--- src/rtl/mio_bus_arbiter_if.sv ---
// ---------------------------------------------------------------------------
// mio_bus_arbiter_if
// Bundle of the two master request channels and the shared slave bus.
//   cpu_*      : CPU request channel (req/wr/addr/wdata in, ready/rdata out)
//   dma_*      : secondary mover request channel, same shape as CPU
//   bus_*      : shared slave bus (en/we/addr/wdata out, rdata in)
//   grant      : one-hot current owner, [0]=CPU, [1]=DMA, 00 idle
// Modports:
//   master : arbiter side (drives the bus, ready pulses and grant)
//   slave  : environment side (masters + slave device)
// ---------------------------------------------------------------------------
interface mio_bus_arbiter_if #(
  parameter int ADDR_W = 32,
  parameter int DATA_W = 32
);
  logic              cpu_req;
  logic              cpu_wr;
  logic [ADDR_W-1:0] cpu_addr;
  logic [DATA_W-1:0] cpu_wdata;
  logic              cpu_ready;
  logic [DATA_W-1:0] cpu_rdata;

  logic              dma_req;
  logic              dma_wr;
  logic [ADDR_W-1:0] dma_addr;
  logic [DATA_W-1:0] dma_wdata;
  logic              dma_ready;
  logic [DATA_W-1:0] dma_rdata;

  logic              bus_en;
  logic              bus_we;
  logic [ADDR_W-1:0] bus_addr;
  logic [DATA_W-1:0] bus_wdata;
  logic [DATA_W-1:0] bus_rdata;

  logic [1:0]        grant;

  modport master (
    input  cpu_req, cpu_wr, cpu_addr, cpu_wdata,
    input  dma_req, dma_wr, dma_addr, dma_wdata,
    input  bus_rdata,
    output cpu_ready, cpu_rdata, dma_ready, dma_rdata,
    output bus_en, bus_we, bus_addr, bus_wdata, grant
  );

  modport slave (
    output cpu_req, cpu_wr, cpu_addr, cpu_wdata,
    output dma_req, dma_wr, dma_addr, dma_wdata,
    output bus_rdata,
    input  cpu_ready, cpu_rdata, dma_ready, dma_rdata,
    input  bus_en, bus_we, bus_addr, bus_wdata, grant
  );
endinterface

--- src/rtl/mio_bus_arbiter.sv ---
// ---------------------------------------------------------------------------
// mio_bus_arbiter
// Two-master arbiter for one shared fixed-latency memory/IO bus.
// CPU has priority; a starvation counter forces a DMA grant after
// STARVE_MAX consecutive CPU grants while DMA is waiting.
// Ports:
//   clk   : system clock, rising edge
//   reset : synchronous, active-low reset
//   bus   : mio_bus_arbiter_if.master (request channels, slave bus, grant)
// Parameters:
//   ADDR_W/DATA_W : bus widths
//   WAIT_CYC      : cycles bus_en is held per access (1..15)
//   STARVE_MAX    : CPU grants allowed while DMA pends (1..15)
// ---------------------------------------------------------------------------

// Per-master completion lane: ready pulse and read-data hold register.
//   fin_i  : access finishes on this edge
//   own_i  : this lane owns the current access
//   rd_i   : current access is a read
module mio_arb_lane #(
  parameter int DATA_W = 32
) (
  input  logic              clk,
  input  logic              reset,
  input  logic              fin_i,
  input  logic              own_i,
  input  logic              rd_i,
  input  logic [DATA_W-1:0] bus_rdata_i,
  output logic              ready_o,
  output logic [DATA_W-1:0] rdata_o
);
  logic              ready_q, ready_d;
  logic [DATA_W-1:0] rdata_q, rdata_d;

  always_comb begin
    ready_d = fin_i & own_i;
    rdata_d = rdata_q;
    // writes leave the held read data untouched
    if (fin_i && own_i && rd_i) rdata_d = bus_rdata_i;
  end

  always_ff @(posedge clk) begin
    if (!reset) begin
      ready_q <= 1'b0;
      rdata_q <= '0;
    end else begin
      ready_q <= ready_d;
      rdata_q <= rdata_d;
    end
  end

  assign ready_o = ready_q;
  assign rdata_o = rdata_q;
endmodule

module mio_bus_arbiter #(
  parameter int ADDR_W     = 32,
  parameter int DATA_W     = 32,
  parameter int WAIT_CYC   = 2,
  parameter int STARVE_MAX = 4
) (
  input  logic               clk,
  input  logic               reset,
  mio_bus_arbiter_if.master  bus
);
  // lane 0 = CPU, lane 1 = DMA; grant bit m belongs to lane m
  localparam int         NUM_M      = 2;
  localparam logic [3:0] WAIT_LD    = 4'(WAIT_CYC - 1);
  localparam logic [3:0] STARVE_LIM = 4'(STARVE_MAX);

  typedef struct packed {
    logic              wr;
    logic [ADDR_W-1:0] addr;
    logic [DATA_W-1:0] wdata;
  } req_t;

  typedef enum logic [1:0] {S_IDLE, S_ACCESS, S_DONE} state_t;

  req_t [NUM_M-1:0] req;
  logic [NUM_M-1:0] req_vld;

  assign req[0]     = '{wr: bus.cpu_wr, addr: bus.cpu_addr, wdata: bus.cpu_wdata};
  assign req[1]     = '{wr: bus.dma_wr, addr: bus.dma_addr, wdata: bus.dma_wdata};
  assign req_vld[0] = bus.cpu_req;
  assign req_vld[1] = bus.dma_req;

  state_t            state_q, state_d;
  logic [3:0]        wait_q, wait_d;
  logic [3:0]        starve_q, starve_d;
  logic              bus_en_q, bus_en_d;
  logic              bus_we_q, bus_we_d;
  logic [ADDR_W-1:0] bus_addr_q, bus_addr_d;
  logic [DATA_W-1:0] bus_wdata_q, bus_wdata_d;
  logic [NUM_M-1:0]  grant_q, grant_d;

  logic              fin;
  logic              dma_win, cpu_win, win_idx;
  logic [DATA_W-1:0] bus_rdata;
  logic [NUM_M-1:0]  m_ready;
  logic [NUM_M-1:0][DATA_W-1:0] m_rdata;

  assign bus_rdata = bus.bus_rdata;

  always_comb begin
    state_d     = state_q;
    wait_d      = wait_q;
    starve_d    = starve_q;
    bus_en_d    = bus_en_q;
    bus_we_d    = bus_we_q;
    bus_addr_d  = bus_addr_q;
    bus_wdata_d = bus_wdata_q;
    grant_d     = grant_q;
    fin         = 1'b0;

    // DMA wins when the CPU is quiet or has used up its run of grants
    dma_win = req_vld[1] && (!req_vld[0] || starve_q == STARVE_LIM);
    cpu_win = !dma_win && req_vld[0];
    win_idx = dma_win;

    case (state_q)
      S_IDLE: begin
        if (dma_win || cpu_win) begin
          bus_en_d    = 1'b1;
          bus_we_d    = req[win_idx].wr;
          bus_addr_d  = req[win_idx].addr;
          bus_wdata_d = req[win_idx].wdata;
          grant_d     = dma_win ? 2'b10 : 2'b01;
          wait_d      = WAIT_LD;
          state_d     = S_ACCESS;
          if (dma_win)
            starve_d = '0;
          else if (req_vld[1])
            starve_d = (starve_q == STARVE_LIM) ? starve_q : starve_q + 4'd1;
          else
            starve_d = '0;
        end
      end
      S_ACCESS: begin
        if (wait_q == '0) begin
          // lanes capture read data and raise ready on this edge
          fin      = 1'b1;
          bus_en_d = 1'b0;
          bus_we_d = 1'b0;
          state_d  = S_DONE;
        end else begin
          wait_d = wait_q - 4'd1;
        end
      end
      S_DONE: begin
        grant_d = '0;
        state_d = S_IDLE;
      end
      default: begin
        state_d = S_IDLE;
      end
    endcase
  end

  always_ff @(posedge clk) begin
    if (!reset) begin
      state_q     <= S_IDLE;
      wait_q      <= '0;
      starve_q    <= '0;
      bus_en_q    <= 1'b0;
      bus_we_q    <= 1'b0;
      bus_addr_q  <= '0;
      bus_wdata_q <= '0;
      grant_q     <= '0;
    end else begin
      state_q     <= state_d;
      wait_q      <= wait_d;
      starve_q    <= starve_d;
      bus_en_q    <= bus_en_d;
      bus_we_q    <= bus_we_d;
      bus_addr_q  <= bus_addr_d;
      bus_wdata_q <= bus_wdata_d;
      grant_q     <= grant_d;
    end
  end

  // grant stays set through ACCESS, so it selects the completing lane
  for (genvar m = 0; m < NUM_M; m++) begin : g_lane
    mio_arb_lane #(.DATA_W(DATA_W)) u_lane (
      .clk        (clk),
      .reset      (reset),
      .fin_i      (fin),
      .own_i      (grant_q[m]),
      .rd_i       (~bus_we_q),
      .bus_rdata_i(bus_rdata),
      .ready_o    (m_ready[m]),
      .rdata_o    (m_rdata[m])
    );
  end

  assign bus.cpu_ready = m_ready[0];
  assign bus.cpu_rdata = m_rdata[0];
  assign bus.dma_ready = m_ready[1];
  assign bus.dma_rdata = m_rdata[1];
  assign bus.bus_en    = bus_en_q;
  assign bus.bus_we    = bus_we_q;
  assign bus.bus_addr  = bus_addr_q;
  assign bus.bus_wdata = bus_wdata_q;
  assign bus.grant     = grant_q;
endmodule

--- src/flat_wrapper.sv ---
// flat-port wrapper written by rule: the top's interface ports become plain ports
module mio_bus_arbiter_flat 
#(
  parameter int ADDR_W     = 32,
  parameter int DATA_W     = 32,
  parameter int WAIT_CYC   = 2,
  parameter int STARVE_MAX = 4
)
  (clk, reset, bus_cpu_req, bus_cpu_wr, bus_cpu_addr, bus_cpu_wdata, bus_dma_req, bus_dma_wr, bus_dma_addr, bus_dma_wdata, bus_bus_rdata, bus_cpu_ready, bus_cpu_rdata, bus_dma_ready, bus_dma_rdata, bus_bus_en, bus_bus_we, bus_bus_addr, bus_bus_wdata, bus_grant);
  mio_bus_arbiter_if #(.ADDR_W(ADDR_W), .DATA_W(DATA_W)) bus_i ();
  input  logic clk;
  input  logic reset;
  input wire logic [$bits(bus_i.cpu_req)-1:0] bus_cpu_req;
  input wire logic [$bits(bus_i.cpu_wr)-1:0] bus_cpu_wr;
  input wire logic [$bits(bus_i.cpu_addr)-1:0] bus_cpu_addr;
  input wire logic [$bits(bus_i.cpu_wdata)-1:0] bus_cpu_wdata;
  input wire logic [$bits(bus_i.dma_req)-1:0] bus_dma_req;
  input wire logic [$bits(bus_i.dma_wr)-1:0] bus_dma_wr;
  input wire logic [$bits(bus_i.dma_addr)-1:0] bus_dma_addr;
  input wire logic [$bits(bus_i.dma_wdata)-1:0] bus_dma_wdata;
  input wire logic [$bits(bus_i.bus_rdata)-1:0] bus_bus_rdata;
  output wire logic [$bits(bus_i.cpu_ready)-1:0] bus_cpu_ready;
  output wire logic [$bits(bus_i.cpu_rdata)-1:0] bus_cpu_rdata;
  output wire logic [$bits(bus_i.dma_ready)-1:0] bus_dma_ready;
  output wire logic [$bits(bus_i.dma_rdata)-1:0] bus_dma_rdata;
  output wire logic [$bits(bus_i.bus_en)-1:0] bus_bus_en;
  output wire logic [$bits(bus_i.bus_we)-1:0] bus_bus_we;
  output wire logic [$bits(bus_i.bus_addr)-1:0] bus_bus_addr;
  output wire logic [$bits(bus_i.bus_wdata)-1:0] bus_bus_wdata;
  output wire logic [$bits(bus_i.grant)-1:0] bus_grant;
  assign bus_i.cpu_req = bus_cpu_req;
  assign bus_i.cpu_wr = bus_cpu_wr;
  assign bus_i.cpu_addr = bus_cpu_addr;
  assign bus_i.cpu_wdata = bus_cpu_wdata;
  assign bus_i.dma_req = bus_dma_req;
  assign bus_i.dma_wr = bus_dma_wr;
  assign bus_i.dma_addr = bus_dma_addr;
  assign bus_i.dma_wdata = bus_dma_wdata;
  assign bus_i.bus_rdata = bus_bus_rdata;
  assign bus_cpu_ready = bus_i.cpu_ready;
  assign bus_cpu_rdata = bus_i.cpu_rdata;
  assign bus_dma_ready = bus_i.dma_ready;
  assign bus_dma_rdata = bus_i.dma_rdata;
  assign bus_bus_en = bus_i.bus_en;
  assign bus_bus_we = bus_i.bus_we;
  assign bus_bus_addr = bus_i.bus_addr;
  assign bus_bus_wdata = bus_i.bus_wdata;
  assign bus_grant = bus_i.grant;
  mio_bus_arbiter #(.ADDR_W(ADDR_W), .DATA_W(DATA_W), .WAIT_CYC(WAIT_CYC), .STARVE_MAX(STARVE_MAX)) u_core (.clk(clk), .reset(reset), .bus(bus_i));
endmodule
--- config.mk ---
export PLATFORM = sky130hd
export DESIGN_NAME = mio_bus_arbiter_flat
export DESIGN_NICKNAME = d
export VERILOG_FILES = /design/src/rtl/mio_bus_arbiter_if.sv /design/src/rtl/mio_bus_arbiter.sv /design/src/flat_wrapper.sv
export SDC_FILE = /design/constraint.sdc
export NUM_CORES = 1
export LEC_CHECK = 0
export CORE_MARGIN = 5
export CORE_UTILIZATION = 40
export CTS_CLUSTER_DIAMETER = 200
export DETAILED_ROUTE_END_ITERATION = 8
export PLACE_DENSITY = 0.8
export REMOVE_ABC_BUFFERS = 1
export SETUP_SLACK_MARGIN = 0.15
export SYNTH_ARGS = -nofsm -noshare
export SYNTH_HDL_FRONTEND = slang
export SYNTH_SLANG_ARGS = --single-unit
--- constraint.sdc ---
create_clock -name clk -period 4.1 [get_ports clk]
set_input_delay 1.23 -clock clk [delete_from_list [all_inputs] [get_ports clk]]
set_output_delay 1.23 -clock clk [all_outputs]
set_load 0.005 [all_outputs]
======== Yosys cells after proc, flatten, opt, wreduce, memory -nomap -nowiden ========
Index checks and enable logic that the tools add are counted.
word-level totals
  input port bits ......................... 166
  register bits ........................... 144
  word-level logic and storage cells ...... 66
operators by class
  $lt $le $gt $ge ......................... 1
  $add $sub $neg .......................... 2
  reduce and logical (&&, ||, !) cells .... 20
  bitwise gates (word level) .............. 3
  equal/unequal tests ..................... 7
  multiplexer cells ....................... 21
operators with widths
  cell                   count
  $mux W65               2
  $mux W4                5
  $reduce_and A3 Y1      3
  $mux W2                4
  $pmux W2 S2            2
  $pmux W4 S2            1
  $logic_and A1 B1 Y1    6
  $reduce_and A2 Y1      3
  $mux W1                5
  $add A4 B1 Y4 const B  1
  $eq A4 B3 Y1 const B   1
  $logic_not A4 Y1       1
  $ne A2 B1 Y1 const B   2
  $pmux W1 S2            2
  $reduce_bool A2 Y1     2
  $sub A4 B1 Y4 const B  1
  $ne A3 B2 Y1 const B   1
  $and A1 B1 Y1          2
  $eq A2 B1 Y1 const B   1
  $eq A2 B2 Y1 const B   1
  $logic_not A1 Y1       2
  $logic_not A2 Y1       1
  $logic_or A1 B1 Y1     2
  $lt A1 B2 Y1 const B   1
  2 further kinds        2

======== Longest topological paths before layout ========
  word-level depth ........................ 8
  mapped depth ............................ 8
  gate-level depth less buffers ........... 6

======== Hierarchy ========
Synthesis repeated with hierarchy kept, for this count alone.
second synthesis, totals
  cell total of the unflattened synthesis .. 649
  area, all modules ....................... 5740.5 um^2
modules (own cells, without submodules)
  module           seq. area each (um^2)  cells each  area each (um^2)  times used
  mio_bus_arbiter  1561.5                 365         3062.9            1
  mio_arb_lane     660.6                  142         1338.8            2

======== Worst setup path after synthesis ========
OpenSTA, ideal clock, no wires.
  path type ............................... in2reg
  start ................................... in bus_dma_req
  end ..................................... reg u_core.bus_addr_q[12], in the netlist u_core.bus.bus_addr[12]
  library setup time ...................... 0.125 ns
  setup slack ............................. 1.837 ns
  stages .................................. 6
  arrival ................................. 2.138 ns
  path through ............................ inv_1 -> o211a_1 -> buf_2 -> buf_2 -> a222oi_1 -> nor2b_1
between the ends
  word-level cells in the longest chain between the ends .. 5
  elaborated cells between the ends (all ways) .. 7
  those cells by class .................... mux (2); reduce/logical (5)
ends and longest elaborated chain
  item                         RTL line                source
  start, declared              flat_wrapper.sv:17      input wire logic [$bits(bus_i.dma_req)-1:0] bus_dma_req;
  $logic_and A1 B1 Y1 (*)      mio_bus_arbiter.sv:116  dma_win = req_vld[1] && (!req_vld[0] || starve_q == STARVE_LIM);
  $logic_not A1 Y1             mio_bus_arbiter.sv:117  cpu_win = !dma_win && req_vld[0];
  $logic_and A1 B1 Y1          mio_bus_arbiter.sv:117
  $logic_or A1 B1 Y1           mio_bus_arbiter.sv:122  if (dma_win || cpu_win) begin
  $reduce_and A2 Y1 (no line)  -
  end signal, assigned         mio_bus_arbiter.sv:175  bus_addr_q <= bus_addr_d;
  end, declared                mio_bus_arbiter.sv:92   logic [ADDR_W-1:0] bus_addr_q, bus_addr_d;
Mark *: on every way between the ends. The rest lies on a longest branch, timed or not. The select of a mux whose other input is x is not followed.
A chain may end at the register's enable or synchronous reset.

======== Worst setup path in the final report ========
  start ................................... in bus_dma_req
  end ..................................... reg u_core.bus_addr_q[13], in the netlist u_core.bus.bus_addr[13]
Same word-level chain as after synthesis.

==> metrics.txt <==
status finished clean; max-cap violations 0; layout cells sized above 1 0.05184; die width ~130 um; floorplan row count 43; final instance area 0.009233 mm2; critical path class primary input to register; gr busiest metal met2; Hold Vio Cnt, Final 0; cts bufs inserted 17; drt first pass iters 6; largest net degree at the start of global routing approximately 130; leakage around 0.0033 uW; Tightest Hold Check Type register to register; relative slew slack 0.2091; crit path capture type register; die area 0.01640 mm2; Peak Freq 357.4 MHz; io pins 300; GP Congestion 0.8844; initial cell density of the core 0.4048; core footprint between 0.01 and 0.015 mm2; syn avg cell area roughly 9.4 um2; Yosys cell types 38; initial antenna violation count 1; critical path's largest stage delay ~0.58 ns; sequential-to-total area share from yosys stat 0.5171; Sink Count between 100 and 150; Synthesis Warnings 0; layout overhead on the synthesized area 65.60%; Worst EP required 4.44 ns; PwrDens roughly 430 mW/mm2; placed insts ~1,000; Max Slew Vio Count 0; gr ovfl total 0; Routed Antenna Nets 0; drt first-iter violations ~650; met3 usage 0.08250; Syn Std Cell Area roughly 0.0056 mm2; final period utilization 0.6824; chip height between 100 and 150 um; Worst-Margin Slew between 1 and 1.5 ns; RSZ-0062 raised after global routing false; Remaining DRCs 0; flops & latches, synth roughly 140; hold_buf cts 0; Routed WL per cell roughly 19 um; Clock Tree Buf Depth 2; Post-CTS Setup Bufs 0; DR vias a little under 6,000; met1 GRT Util 0.2626; GRT Total Usage 0.2259; critical path arrival between 3 and 4 ns; cell count after synthesis about 590; Clock transition at path regs about 0.06 ns; CP max FO 66; latest clock arrival within the worst-skew pair 0.41 ns; Final Critical Period 2.798 ns; placed cell area 0.008588 mm2; peak supply drop between 200 and 300 uV; WL final just under 20 mm; non-filler instance count after layout about 1,000; number of port buffers 299; TNS Setup 0 ns; vias in the first global route between 5,000 and 6,000; CTS H-tree depth 4; global-route wire length before repair between 20 and 30 mm; final setup skew 0.007091 ns; dpl hpwl about 14 mm; average vias per placed instance 5.499; CP startpoint kind primary input; Post-CTS Resized 0; TritonCTS clock tree built; met2 usage 0.3762; crit path max-delay cell type buf_4; crit-path cells clkdlybuf4s50_1 > inv_1 > a211oi_4 > buf_4 > a222oi_1 > nor2b_1; Root Driver clkbuf_16; nets 1,025; Final Setup Violations 0
[final timing paths]
check | to | slack, ns | startpoint | depth (start not counted)
worst max-delay path | u_core.bus.bus_addr[13] | 1.30 | bus_dma_req | 6
worst min-delay path | u_core.g_lane[0].u_lane.rdata_o[19] | 0.45 | u_core.g_lane[0].u_lane.rdata_o[19] | 2
worst max register to register | u_core.g_lane[0].u_lane.rdata_o[29] | 1.63 | u_core.wait_q[0] | 6
worst min register to register | u_core.g_lane[0].u_lane.rdata_o[19] | 0.45 | u_core.g_lane[0].u_lane.rdata_o[19] | 2
[stage by stage]
stage,hold slack (ns),worst slack (ns),util,power [uW]
final,0.4464,1.302,0.6703,3971
after global routing,0.4676,1.171,0.6703,4136
after CTS,0.4489,1.340,0.6701,3999
after detailed placement,0.4387,0.8889,0.6235,2345
after global placement,0.4344,0.9657,0.6235,2318
after floorplan,0.4447,0.3167,-,1863
[sequential cells by signal, summed over array words and instances, names as in the netlist]
name / flops
u_core.bus.bus_addr: 32
u_core.bus.bus_en: 1
u_core.bus.bus_wdata: 32
u_core.bus.bus_we: 1
u_core.bus.grant: 2
u_core.g_lane.u_lane.rdata_o: 64
u_core.g_lane.u_lane.ready_o: 2
u_core.starve_q: 4
u_core.state_q: 2
u_core.wait_q: 4
[power breakdown]
part	leakage [uW]	total (uW)	internal (uW)	switching (uW)
sequential	0.00117	1560	1500	62.7
clock	0.000312	1650	1040	605
combinational	0.00178	757	436	321
[worst max-delay path, delay by kind of cell]
| kind | cells | cell delay (ns) |
|---|---|---|
| buf+inv | 3 | 1.27 |
| compound gates | 2 | 0.42 |
| simple gates | 1 | 0.16 |
[per-layer routing]
layer | part of all wire | vias to the layer above | wire [um]
met5 | 0 | - | 0
met4 | 0.025 | 0 | 480
met3 | 0.11 | 39 | 2063
met2 | 0.49 | 295 | 9543
met1 | 0.38 | 2728 | 7454
li1 | - | 2706 | -
[logic make-up (layout without fill, tap and decap cells)]
group,count (synthesis),in the layout,share of synthesized area
mux,1,1,0.001795
compound gates,149,149,0.2024
buf+inv,67,343,0.05768
simple gates,227,227,0.2121
other cells,0,1,0
fa+ha+maj,4,4,0.008977
flops,144,144,0.5171
[synthesized netlist by cell type, drive strengths merged]
library cell | n | area (um2)
o21ai | 65 | 329.1
ha | 4 | 50.05
o21a | 6 | 45.04
inv | 7 | 26.28
nand4 | 2 | 12.51
o211ai | 1 | 7.510
a22o | 1 | 8.760
a32oi | 1 | 8.760
dfxtp | 144 | 2883
nor3 | 3 | 15.01
nand3b | 1 | 20.02
nand3 | 66 | 330.3
buf | 30 | 182.7
clkbuf | 30 | 112.6
nor2 | 3 | 11.26
o2111ai | 1 | 8.760
a21boi | 3 | 22.52
o22ai | 1 | 6.260
a222oi | 64 | 640.6
nand2b | 2 | 12.51
o311ai | 1 | 8.760
or2 | 1 | 6.260
nor3b | 2 | 20.02
o211a | 2 | 20.02
and3 | 1 | 6.260
and4b | 2 | 20.02
a21oi | 2 | 10.01
mux2i | 1 | 10.01
nand4b | 2 | 17.52
and4 | 1 | 8.760
and2 | 4 | 25.02
nand2 | 72 | 270.3
a211oi | 1 | 12.51
nor2b | 65 | 406.6
[cells in the final DEF, fill, tap and decap left out, drive strengths merged, types with 2 or more instances in the layout]
cell type	instances
clkbuf	18
clkinv	5
nor3	3
bufinv	4
nor3b	2
dfxtp	144
inv	11
nor2	3
o21a	6
o21ai	65
a21boi	3
nand4	2
nand2b	2
ha	4
nor2b	65
a222oi	64
a21oi	2
nand4b	2
clkdlybuf4s50	298
o211a	2
nand3	66
and4b	2
nand2	72
and2	4
buf	6
[final cells by class]
| class | instances | area [um2] |
|---|---|---|
| Fill cell | 1053 | 4541 |
| Clock inverter | 14 | 202.7 |
| Antenna cell | 1 | 2.502 |
| Multi-Input combinational cell | 381 | 2389 |
| Tap cell | 180 | 225.2 |
| Inverter | 7 | 26.28 |
| Timing Repair Buffer | 304 | 3065 |
| Clock buffer | 18 | 439.2 |
| Sequential cell | 144 | 2883 |
Note: power is estimated with default switching activity, not from simulation.
